==> src/rtl/mc_pkg.sv <==
// rtl/mc_pkg.sv - shared encodings for the multi-cycle MIPS control sequencer
package mc_pkg;

  typedef enum logic [3:0] {
    S_IF  = 4'd0,
    S_ID  = 4'd1,
    S_EXE = 4'd2,
    S_AWB = 4'd3,
    S_MA  = 4'd4,
    S_MR  = 4'd5,
    S_MW  = 4'd6,
    S_LWB = 4'd7,
    S_BR  = 4'd8
  } state_t;

  typedef enum logic [2:0] {
    ALU_NOP = 3'b000,
    ALU_ADD = 3'b001,
    ALU_SUB = 3'b010,
    ALU_AND = 3'b011,
    ALU_OR  = 3'b100,
    ALU_SLT = 3'b101,
    ALU_LUI = 3'b110
  } alu_op_t;

  typedef enum logic [3:0] {
    IC_ILL, IC_RTYPE, IC_ADDI, IC_ORI, IC_LUI, IC_LW, IC_SW, IC_BEQ, IC_J
  } iclass_t;

  localparam logic [1:0] NPC_PC4 = 2'b00;
  localparam logic [1:0] NPC_BR  = 2'b01;
  localparam logic [1:0] NPC_J   = 2'b10;

  localparam logic [5:0] OP_RTYPE = 6'b000000;
  localparam logic [5:0] OP_ADDI  = 6'b001000;
  localparam logic [5:0] OP_ORI   = 6'b001101;
  localparam logic [5:0] OP_LUI   = 6'b001111;
  localparam logic [5:0] OP_LW    = 6'b100011;
  localparam logic [5:0] OP_SW    = 6'b101011;
  localparam logic [5:0] OP_BEQ   = 6'b000100;
  localparam logic [5:0] OP_J     = 6'b000010;

  localparam logic [5:0] FN_ADD = 6'b100000;
  localparam logic [5:0] FN_SUB = 6'b100010;
  localparam logic [5:0] FN_AND = 6'b100100;
  localparam logic [5:0] FN_OR  = 6'b100101;
  localparam logic [5:0] FN_SLT = 6'b101010;

endpackage

==> src/rtl/mc_ctrl_if.sv <==
// rtl/mc_ctrl_if.sv - shared instruction/data memory port of the sequencer
interface mc_ctrl_if;
  logic mem_req;
  logic mem_ready;
  logic IorD;
  logic MemWrite;

  modport master (output mem_req, IorD, MemWrite, input mem_ready);
  modport slave  (input mem_req, IorD, MemWrite, output mem_ready);
endinterface

==> src/rtl/mc_decode.sv <==
// rtl/mc_decode.sv - Op/Funct to instruction class and execute-stage ALU control
module mc_decode
  import mc_pkg::*;
(
  input  logic [5:0] op,
  input  logic [5:0] funct,
  output iclass_t    iclass,
  output alu_op_t    alu_op,
  output logic       ext_op
);

  always_comb begin
    iclass = IC_ILL;
    alu_op = ALU_NOP;
    ext_op = 1'b0;
    case (op)
      OP_RTYPE: begin
        iclass = IC_RTYPE;
        case (funct)
          FN_ADD:  alu_op = ALU_ADD;
          FN_SUB:  alu_op = ALU_SUB;
          FN_AND:  alu_op = ALU_AND;
          FN_OR:   alu_op = ALU_OR;
          FN_SLT:  alu_op = ALU_SLT;
          default: iclass = IC_ILL;
        endcase
      end
      OP_ADDI: begin iclass = IC_ADDI; alu_op = ALU_ADD; ext_op = 1'b1; end
      OP_ORI:  begin iclass = IC_ORI;  alu_op = ALU_OR;  end
      OP_LUI:  begin iclass = IC_LUI;  alu_op = ALU_LUI; end
      OP_LW:   begin iclass = IC_LW;   alu_op = ALU_ADD; ext_op = 1'b1; end
      OP_SW:   begin iclass = IC_SW;   alu_op = ALU_ADD; ext_op = 1'b1; end
      OP_BEQ:  begin iclass = IC_BEQ;  alu_op = ALU_SUB; ext_op = 1'b1; end
      OP_J:    iclass = IC_J;
      default: iclass = IC_ILL;
    endcase
  end

endmodule

==> src/rtl/mc_ctrl.sv <==
// rtl/mc_ctrl.sv - multi-cycle control FSM driving the MIPS datapath strobes
module mc_ctrl
  import mc_pkg::*;
#(
  parameter int WAIT_MAX = 255,
  parameter int CNT_W    = 32
) (
  input  logic             clk,
  input  logic             rst,
  input  logic [5:0]       Op,
  input  logic [5:0]       Funct,
  input  logic             Zero,
  mc_ctrl_if.master        mem,
  output logic             IRWrite,
  output logic             PCWrite,
  output logic [1:0]       NPCOp,
  output logic             RegWrite,
  output logic             EXTOp,
  output logic [2:0]       ALUOp,
  output logic             ALUSrc,
  output logic             GPRSel,
  output logic             WDSel,
  output logic             illegal,
  output logic             mem_err,
  output logic             retire,
  output logic [CNT_W-1:0] instr_cnt,
  output logic [3:0]       state_o
);

  localparam int WW = $clog2(WAIT_MAX + 1);

  state_t           state, state_nxt;
  logic [WW-1:0]    wait_cnt;
  logic [CNT_W-1:0] cnt;
  logic             wait_lim;
  iclass_t          iclass;
  alu_op_t          dec_alu;
  logic             dec_ext;

  mc_decode u_decode (
    .op     (Op),
    .funct  (Funct),
    .iclass (iclass),
    .alu_op (dec_alu),
    .ext_op (dec_ext)
  );

  // This cycle is the last unanswered one allowed; a same-cycle mem_ready still completes.
  assign wait_lim = (wait_cnt == WW'(WAIT_MAX - 1));

  always_ff @(posedge clk or negedge rst) begin
    if (!rst) begin
      state    <= S_IF;
      wait_cnt <= '0;
      cnt      <= '0;
    end else begin
      state <= state_nxt;
      cnt   <= cnt + CNT_W'(retire);
      if (state_nxt != state || mem_err)
        wait_cnt <= '0;
      else if (mem.mem_req && !mem.mem_ready)
        wait_cnt <= wait_cnt + WW'(1);
    end
  end

  always_comb begin
    state_nxt    = state;
    mem.mem_req  = 1'b0;
    mem.IorD     = 1'b0;
    mem.MemWrite = 1'b0;
    IRWrite      = 1'b0;
    PCWrite      = 1'b0;
    NPCOp        = NPC_PC4;
    RegWrite     = 1'b0;
    EXTOp        = 1'b0;
    ALUOp        = ALU_NOP;
    ALUSrc       = 1'b0;
    GPRSel       = 1'b0;
    WDSel        = 1'b0;
    illegal      = 1'b0;
    mem_err      = 1'b0;
    retire       = 1'b0;
    case (state)
      S_IF: begin
        mem.mem_req = 1'b1;
        if (mem.mem_ready) begin
          IRWrite   = 1'b1;
          PCWrite   = 1'b1;
          state_nxt = S_ID;
        end else if (wait_lim) begin
          mem_err = 1'b1;
        end
      end
      S_ID: begin
        case (iclass)
          IC_RTYPE, IC_ADDI, IC_ORI, IC_LUI: state_nxt = S_EXE;
          IC_LW, IC_SW:                      state_nxt = S_MA;
          IC_BEQ:                            state_nxt = S_BR;
          IC_J: begin
            PCWrite   = 1'b1;
            NPCOp     = NPC_J;
            retire    = 1'b1;
            state_nxt = S_IF;
          end
          default: begin
            illegal   = 1'b1;
            state_nxt = S_IF;
          end
        endcase
      end
      S_EXE: begin
        ALUOp     = dec_alu;
        ALUSrc    = (iclass != IC_RTYPE);
        EXTOp     = dec_ext;
        state_nxt = S_AWB;
      end
      S_AWB: begin
        RegWrite  = 1'b1;
        GPRSel    = (iclass != IC_RTYPE);
        retire    = 1'b1;
        state_nxt = S_IF;
      end
      S_MA: begin
        ALUOp     = ALU_ADD;
        ALUSrc    = 1'b1;
        EXTOp     = 1'b1;
        state_nxt = (iclass == IC_LW) ? S_MR : S_MW;
      end
      S_MR: begin
        mem.mem_req = 1'b1;
        mem.IorD    = 1'b1;
        if (mem.mem_ready) begin
          state_nxt = S_LWB;
        end else if (wait_lim) begin
          mem_err   = 1'b1;
          state_nxt = S_IF;
        end
      end
      S_LWB: begin
        RegWrite  = 1'b1;
        WDSel     = 1'b1;
        GPRSel    = 1'b1;
        retire    = 1'b1;
        state_nxt = S_IF;
      end
      S_MW: begin
        mem.mem_req  = 1'b1;
        mem.IorD     = 1'b1;
        mem.MemWrite = 1'b1;
        if (mem.mem_ready) begin
          retire    = 1'b1;
          state_nxt = S_IF;
        end else if (wait_lim) begin
          mem_err   = 1'b1;
          state_nxt = S_IF;
        end
      end
      S_BR: begin
        ALUOp     = ALU_SUB;
        EXTOp     = 1'b1;
        retire    = 1'b1;
        state_nxt = S_IF;
        if (Zero) begin
          PCWrite = 1'b1;
          NPCOp   = NPC_BR;
        end
      end
      default: state_nxt = S_IF;
    endcase
    // Nothing may strobe the datapath while reset is held, even though S_IF requests memory.
    if (!rst) begin
      mem.mem_req  = 1'b0;
      mem.IorD     = 1'b0;
      mem.MemWrite = 1'b0;
      IRWrite      = 1'b0;
      PCWrite      = 1'b0;
      NPCOp        = NPC_PC4;
      RegWrite     = 1'b0;
      EXTOp        = 1'b0;
      ALUOp        = ALU_NOP;
      ALUSrc       = 1'b0;
      GPRSel       = 1'b0;
      WDSel        = 1'b0;
      illegal      = 1'b0;
      mem_err      = 1'b0;
      retire       = 1'b0;
    end
  end

  assign instr_cnt = rst ? cnt : '0;
  assign state_o   = rst ? state : 4'd0;

endmodule

==> src/flat_wrapper.sv <==
// flat-port wrapper written by rule: the top's interface ports become plain ports
module mc_ctrl_flat import mc_pkg::*;
#(
  parameter int WAIT_MAX = 255,
  parameter int CNT_W    = 32
)
  (clk, rst, Op, Funct, Zero, IRWrite, PCWrite, NPCOp, RegWrite, EXTOp, ALUOp, ALUSrc, GPRSel, WDSel, illegal, mem_err, retire, instr_cnt, state_o, mem_mem_req, mem_IorD, mem_MemWrite, mem_mem_ready);
  mc_ctrl_if mem_i ();
  input  logic clk;
  input  logic rst;
  input  logic [5:0] Op;
  input  logic [5:0] Funct;
  input  logic Zero;
  output logic IRWrite;
  output logic PCWrite;
  output logic [1:0] NPCOp;
  output logic RegWrite;
  output logic EXTOp;
  output logic [2:0] ALUOp;
  output logic ALUSrc;
  output logic GPRSel;
  output logic WDSel;
  output logic illegal;
  output logic mem_err;
  output logic retire;
  output logic [CNT_W-1:0] instr_cnt;
  output logic [3:0] state_o;
  output wire logic [$bits(mem_i.mem_req)-1:0] mem_mem_req;
  output wire logic [$bits(mem_i.IorD)-1:0] mem_IorD;
  output wire logic [$bits(mem_i.MemWrite)-1:0] mem_MemWrite;
  input wire logic [$bits(mem_i.mem_ready)-1:0] mem_mem_ready;
  assign mem_mem_req = mem_i.mem_req;
  assign mem_IorD = mem_i.IorD;
  assign mem_MemWrite = mem_i.MemWrite;
  assign mem_i.mem_ready = mem_mem_ready;
  mc_ctrl #(.WAIT_MAX(WAIT_MAX), .CNT_W(CNT_W)) u_core (.clk(clk), .rst(rst), .Op(Op), .Funct(Funct), .Zero(Zero), .mem(mem_i), .IRWrite(IRWrite), .PCWrite(PCWrite), .NPCOp(NPCOp), .RegWrite(RegWrite), .EXTOp(EXTOp), .ALUOp(ALUOp), .ALUSrc(ALUSrc), .GPRSel(GPRSel), .WDSel(WDSel), .illegal(illegal), .mem_err(mem_err), .retire(retire), .instr_cnt(instr_cnt), .state_o(state_o));
endmodule
==> config.mk <==
export PLATFORM = sky130hd
export DESIGN_NAME = mc_ctrl_flat
export DESIGN_NICKNAME = d
export VERILOG_FILES = /design/src/rtl/mc_pkg.sv /design/src/rtl/mc_ctrl_if.sv /design/src/rtl/mc_decode.sv /design/src/rtl/mc_ctrl.sv /design/src/flat_wrapper.sv
export SDC_FILE = /design/constraint.sdc
export NUM_CORES = 1
export LEC_CHECK = 0
export ABC_CLOCK_PERIOD_IN_PS = 2550
export CORE_MARGIN = 2
export CORE_UTILIZATION = 28
export CTS_BUF_LIST = sky130_fd_sc_hd__clkbuf_8
export DETAILED_ROUTE_END_ITERATION = 8
export GPL_ROUTABILITY_DRIVEN = 0
export PLACE_DENSITY = 0.6
export SLEW_MARGIN = 20
export SYNTH_ARGS = -nofsm -noshare
export SYNTH_HDL_FRONTEND = slang
export SYNTH_SLANG_ARGS = --single-unit
==> constraint.sdc <==
create_clock -name clk -period 2.55 [get_ports clk]
set_input_delay 0.51 -clock clk [delete_from_list [all_inputs] [get_ports clk]]
set_output_delay 0.51 -clock clk [all_outputs]
set_load 0.1 [all_outputs]
* After elaboration in Yosys (flattened, before gate mapping)
Cells that the tools add are included.
** Storage, ports and cells
- Input bits :: 16
- Bits in registers :: 44
- Logic and storage cells :: 107
- Output and inout bits :: 54
** Operators by class
- Multiplexer cells :: 54
- Reduce and logical (&&, ||, !) cells :: 17
- Equality and inequality tests :: 31
- Add/sub/neg operators :: 2
** Operators with widths (number)
- equality test 6 bit (second input constant) :: 7
- adder 32 x 1 -> 32 bit :: 1
- equality test 4 x 3 -> 1 bit (second input constant) :: 8
- 2-to-1 mux 32 bit :: 1
- one-hot mux 4 bit (8 select lines) :: 1
- 2-to-1 mux 1 bit :: 30
- one-hot mux 3 bit (5 select lines) :: 2
- one-hot mux 4 bit (6 select lines) :: 1
- 2-to-1 mux 4 bit :: 5
- equality test 6 x 4 -> 1 bit (second input constant) :: 3
- equality test 4 x 2 -> 1 bit (second input constant) :: 4
- 2-to-1 mux 8 bit :: 2
- one-hot mux 4 bit (3 select lines) :: 1
- one-hot mux 3 bit (3 select lines) :: 1
- OR reduction 3 bit :: 3
- adder 8 x 1 -> 8 bit (second input constant) :: 1
- equality test 4 x 1 -> 1 bit (second input constant) :: 2
- equality test 4 bit (second input constant) :: 2
- equality test 8 bit (second input constant) :: 1
- OR reduction 2 bit :: 4
- OR reduction 4 bit :: 2
- OR reduction 8 bit :: 1
- equality test 6 x 2 -> 1 bit (second input constant) :: 1
- equality test 6 x 3 -> 1 bit (second input constant) :: 1
- 14 further kinds :: 19

* Logic depth before layout (Yosys ltp)
- Depth in word-level cells :: 11
- Mapped depth :: 15
- Gate-level depth less buffers :: 12

* Hierarchy
A second synthesis with hierarchy kept.
** Second synthesis, totals
- Cell total of the unflattened synthesis :: 340
- Area total of the unflattened synthesis :: 3174.3 µm²
** By module, submodules not included
- mc_ctrl :: area each 2796.4 µm², sequential area each 1101.1 µm², instances 1, cells an instance 293
- mc_decode :: area each 377.9 µm², sequential area each 0.0 µm², instances 1, cells an instance 47

* Least setup slack after synthesis
OpenSTA, ideal clock, no wires.
- Path type :: register to output
- From :: reg u_core.state[0]
- To :: out GPRSel
- Cell stages (with the launch flop) :: 5
- Setup slack :: -2.312 ns
- Data arrival time :: 4.352 ns
- Buffers on the path :: 1
- Cell sequence :: dfrtp_1 -> buf_2 -> nand2b_1 -> nor2_1 -> a21boi_0
** Between the ends
- Cells in the longest elaborated chain, start to end :: 3
** Ends and longest elaborated chain
- start, declared :: line mc_ctrl.sv:32 : state_t state, state_nxt;
- start signal, assigned :: line mc_ctrl.sv:57 : state <= state_nxt;
- equality test 4 x 3 -> 1 bit or equality test 4 x 2 -> 1 bit (tied branches) :: line mc_ctrl.sv:83 : case (state)
- one-hot mux 1 bit (2 select lines) (*) :: line mc_ctrl.sv:83
- 2-to-1 mux 1 bit (*) :: line mc_ctrl.sv:171 : if (!rst) begin
- end, declared :: line flat_wrapper.sv:21 : output logic GPRSel;
Mark *: on every way between the ends. The rest lies on a longest branch, timed or not.

* Worst setup path after layout
- From :: in Op[3]
- To :: out illegal
** Between the ends
- Cells in the longest elaborated chain, start to end :: 7
** Ends and longest elaborated chain
- start, declared :: line flat_wrapper.sv:11 : input logic [5:0] Op;
- equality test 6 x 2 -> 1 bit, or another cell as far along :: line mc_decode.sv:16 : case (op)
- one-hot mux 4 bit (8 select lines) (*) :: line mc_decode.sv:16
- equality test 4 bit, or another cell as far along :: line mc_ctrl.sv:95 : case (iclass)
- OR reduction 8 bit (no line) (*)
- 2-to-1 mux 1 bit (*) :: line mc_ctrl.sv:95
- 2-to-1 mux 1 bit (*) :: line mc_ctrl.sv:83
- 2-to-1 mux 1 bit (*) :: line mc_ctrl.sv:171
- end, declared :: line flat_wrapper.sv:23 : output logic illegal;
Marked as above.

==> metrics.yaml <==
flow_run:
  drv_cap: 0
placed_design:
  place_area_mm2: 0.00491
  io_buffers: 69
  post-dp-hpwl_um: 6720
  dp_slack_ns: -0.541
route:
  wire_per_inst_um: 14.4
  viasPerCell: 4.91
  ant_nets: 0
  drt-initial-drc-count: 87
  drt_first_pass_iters: 4
  drc: 0
  vias: 2922
  routed_wl_um: 8580
sta:
  hold_viol_final: 0
  clock.fmax_mhz: 397
  rsz0062_at_grt: "yes"
  slew_headroom_pct: 67.4
  setup_viol: 0
  skew_ns: 0.0100
  postLayoutSetupSlackWorst_ns: 0.0325
  slew_violations: 0
  fin_crit_sh_pct: 98.7
  tightestPinTransition_ns: 0.482
  min_period_ns: 2.52
synth:
  synth-edff-count: 0
  synthArstFlopShare_pct: 100
  synth_cells: 342
  synth_area_per_cell_um2: 8.71
  ys_types: 54
  syn-num-nets: 362
  synth_area_mm2: 0.00298
  ys_ff_latch: 44
  synthFlopType: "dfrtp_1"
  yosysWarningCount: 0
  yosysSeqAreaShare_pct: 37.0
power:
  power.density_mw_per_mm2: 565
  peakVddDrop_mv: 0.401
  leakagePower_nw: 2.16
floorplan:
  core_area_mm2: 0.0103
  dieArea_mm2: 0.0115
  initial_core_util_pct: 28.9
  placementRows: 37
  die_w_um: 107
  die_h_um: 107
  io_pins: 70
critical_path:
  crit_type: "in -> out"
  cp_num_buf_inv: 2
  rr_worst_depth: 11
  critPathSlowestCell: "a211oi_4"
  worst-path-max-fanout: 4
  worst-path-stages: 7
  crit_family: "simple AND/OR/NAND/NOR gates"
  end_kind: "output port"
  path_cells: "buf_8, nor4_4, nand4b_1, a211oi_4, nor3_2, and4b_2, buf_12"
  cp.required_ns: 2.04
  critPathLaunchType: "primary input"
  arrival_ns: 2.01
  critPathMaxStageDelay_ns: 0.38
  r2r_slack_ns: 0.23
  reg2reg_to: "u_core.cnt[19]"
  r2r_start: "u_core.state[0]"
grt:
  grt_pass1_wl_um: 13900
  use_met1_pct: 20.1
  top_usage_layer: "met2"
  grt.total_usage_pct: 15.2
  antenna_found_initial: 0
  grt_start_max_net_pins: 44
  met2_usage_pct: 25.8
  grt_pass1_vias: 2933
  grt_overflow: 0
  globalRouteMet3Util_pct: 2.31
clocking:
  clkTransAtPathRegs_ns: 0.08
  numClockSinks: 44
  clock_latency_ns: 0.30
  cts_tree: "done"
  cts_made_buffers: 5
  cts-root-buf: "clkbuf_8"
  clockBufferDepth: 2
  htreeDepth: 2
cells_and_area:
  drive_above_1_share_pct: 44.4
  synthToLayoutAreaGrowth_pct: 74.9
  diodes: 0
  design_area_mm2: 0.00521
  final_nets: 478
outcome:
  status: "complete, no violations"
worst_hold_path:
  hold_class: "in -> async"
## cell usage after synthesis (all sizes together), types with 7 or more instances
master   n  area share (%)
inv     13             1.6
xor2    10             2.9
nand4    9             2.4
a21oi    8             1.5
clkbuf  10             1.3
and3    11             2.3
nor2    28             3.5
dfrtp   44              37
and2    40             8.4
o21ai    7             1.2
nand3   20             3.4
buf      9             1.8
xnor2   29             8.5
nor3    16             2.7
nand2   20             2.5
## worst register-to-register path: stages, from the launching register on
cell and delay, ns:
dfrtp_2 0.44, inv_2 0.09, nand2_1 0.10, o22a_1 0.21, o32ai_2 0.12, and2_4 0.19, ha_4 0.16, nand3_4 0.09
nor2_4 0.13, nand3_2 0.12, or4_1 0.43, xnor2_1 0.14
## layer usage
metal,part of all wire [%],vias up
met1,46,1435
met4,1.2,0
li1,-,1433
met2,50,43
met5,0,-
met3,2.7,11
## worst max-delay path by stage
stage / to / slack, ns / startpoint
2_1_floorplan: GPRSel / -0.63 / u_core.state[0]
3_3_place_gp: u_core.cnt[20] / -0.48 / Op[2]
3_5_place_dp: u_core.cnt[19] / -0.54 / Op[2]
4_1_cts: ALUOp[1] / -0.03 / Op[0]
5_1_grt: illegal / -0.06 / Op[3]
6_report: illegal / 0.03 / Op[3]
## flip-flops by register name (all words and copies together), names as in the netlist
| name | count |
|---|---|
| u_core.wait_cnt | 8 |
| u_core.cnt | 32 |
| u_core.state | 4 |
## area by class of cell
class,instances,area (um^2)
Fill cell,906,5110
Clock buffer,6,82.6
Inverter,13,52.6
Sequential cell,44,1100
Clock inverter,2,10.0
Multi-Input combinational cell,266,2110
Timing Repair Buffer,128,1690
Tap cell,136,170
## through the flow
stage	cells	util (%)	setup TNS [ns]	power [mW]	hold slack, ns
final	595	50.5	0	2.94	0.0484
after detailed placement	582	47.6	-15.13	2.44	0.355
after CTS	592	49.6	-0.0388	2.92	0.0415
after floorplan	342	-	-6.59	1.83	0.214
after global placement	582	47.6	-13.40	2.41	0.357
after global routing	595	50.5	-0.116	3.10	0.0344
## power breakdown
group | switching [mW] | total (mW) | internal [mW] | leakage, nW
Combinational | 1.03 | 1.66 | 0.626 | 1.53
Clock | 0.237 | 0.453 | 0.216 | 0.0510
Sequential | 0.0760 | 0.830 | 0.754 | 0.585
Total | 1.35 | 2.94 | 1.60 | 2.16
## cells by family (layout without fill, tap and decap cells)
family	count (synthesis)	in the layout	synth area share [%]
simple gates	179	179	34.2
mux	2	2	0.672
fa+ha+maj	4	4	1.68
compound gates	42	42	10.3
xor+xnor	39	39	11.5
flops	44	44	37.0
buf+inv	32	149	4.70
## cell usage in the layout, fill, tap and decap left out, drive strengths merged, types with 4 or more instances in the layout
cell type  count
nor2b          4
and3          11
nand2         20
a21oi          8
clkbuf         7
xor2          10
inv           12
and2          40
ha             4
o21ai          7
nand4b         4
nor3b          5
buf          119
nand4          9
nand2b         4
nor2          28
nor3          16
o22ai          5
xnor2         29
dfrtp         44
nand3         20
## what timing repair did
| item | 4_1_cts | 5_1_grt |
|---|---|---|
| gates resized for setup | 54 | 27 |
| setup buffers | 3 | 3 |
| pin swaps | 19 | 10 |
| setup endpoints to repair | 29 | 13 |
| hold buffers | 0 | 0 |
Power figures use the tool's default switching activity.
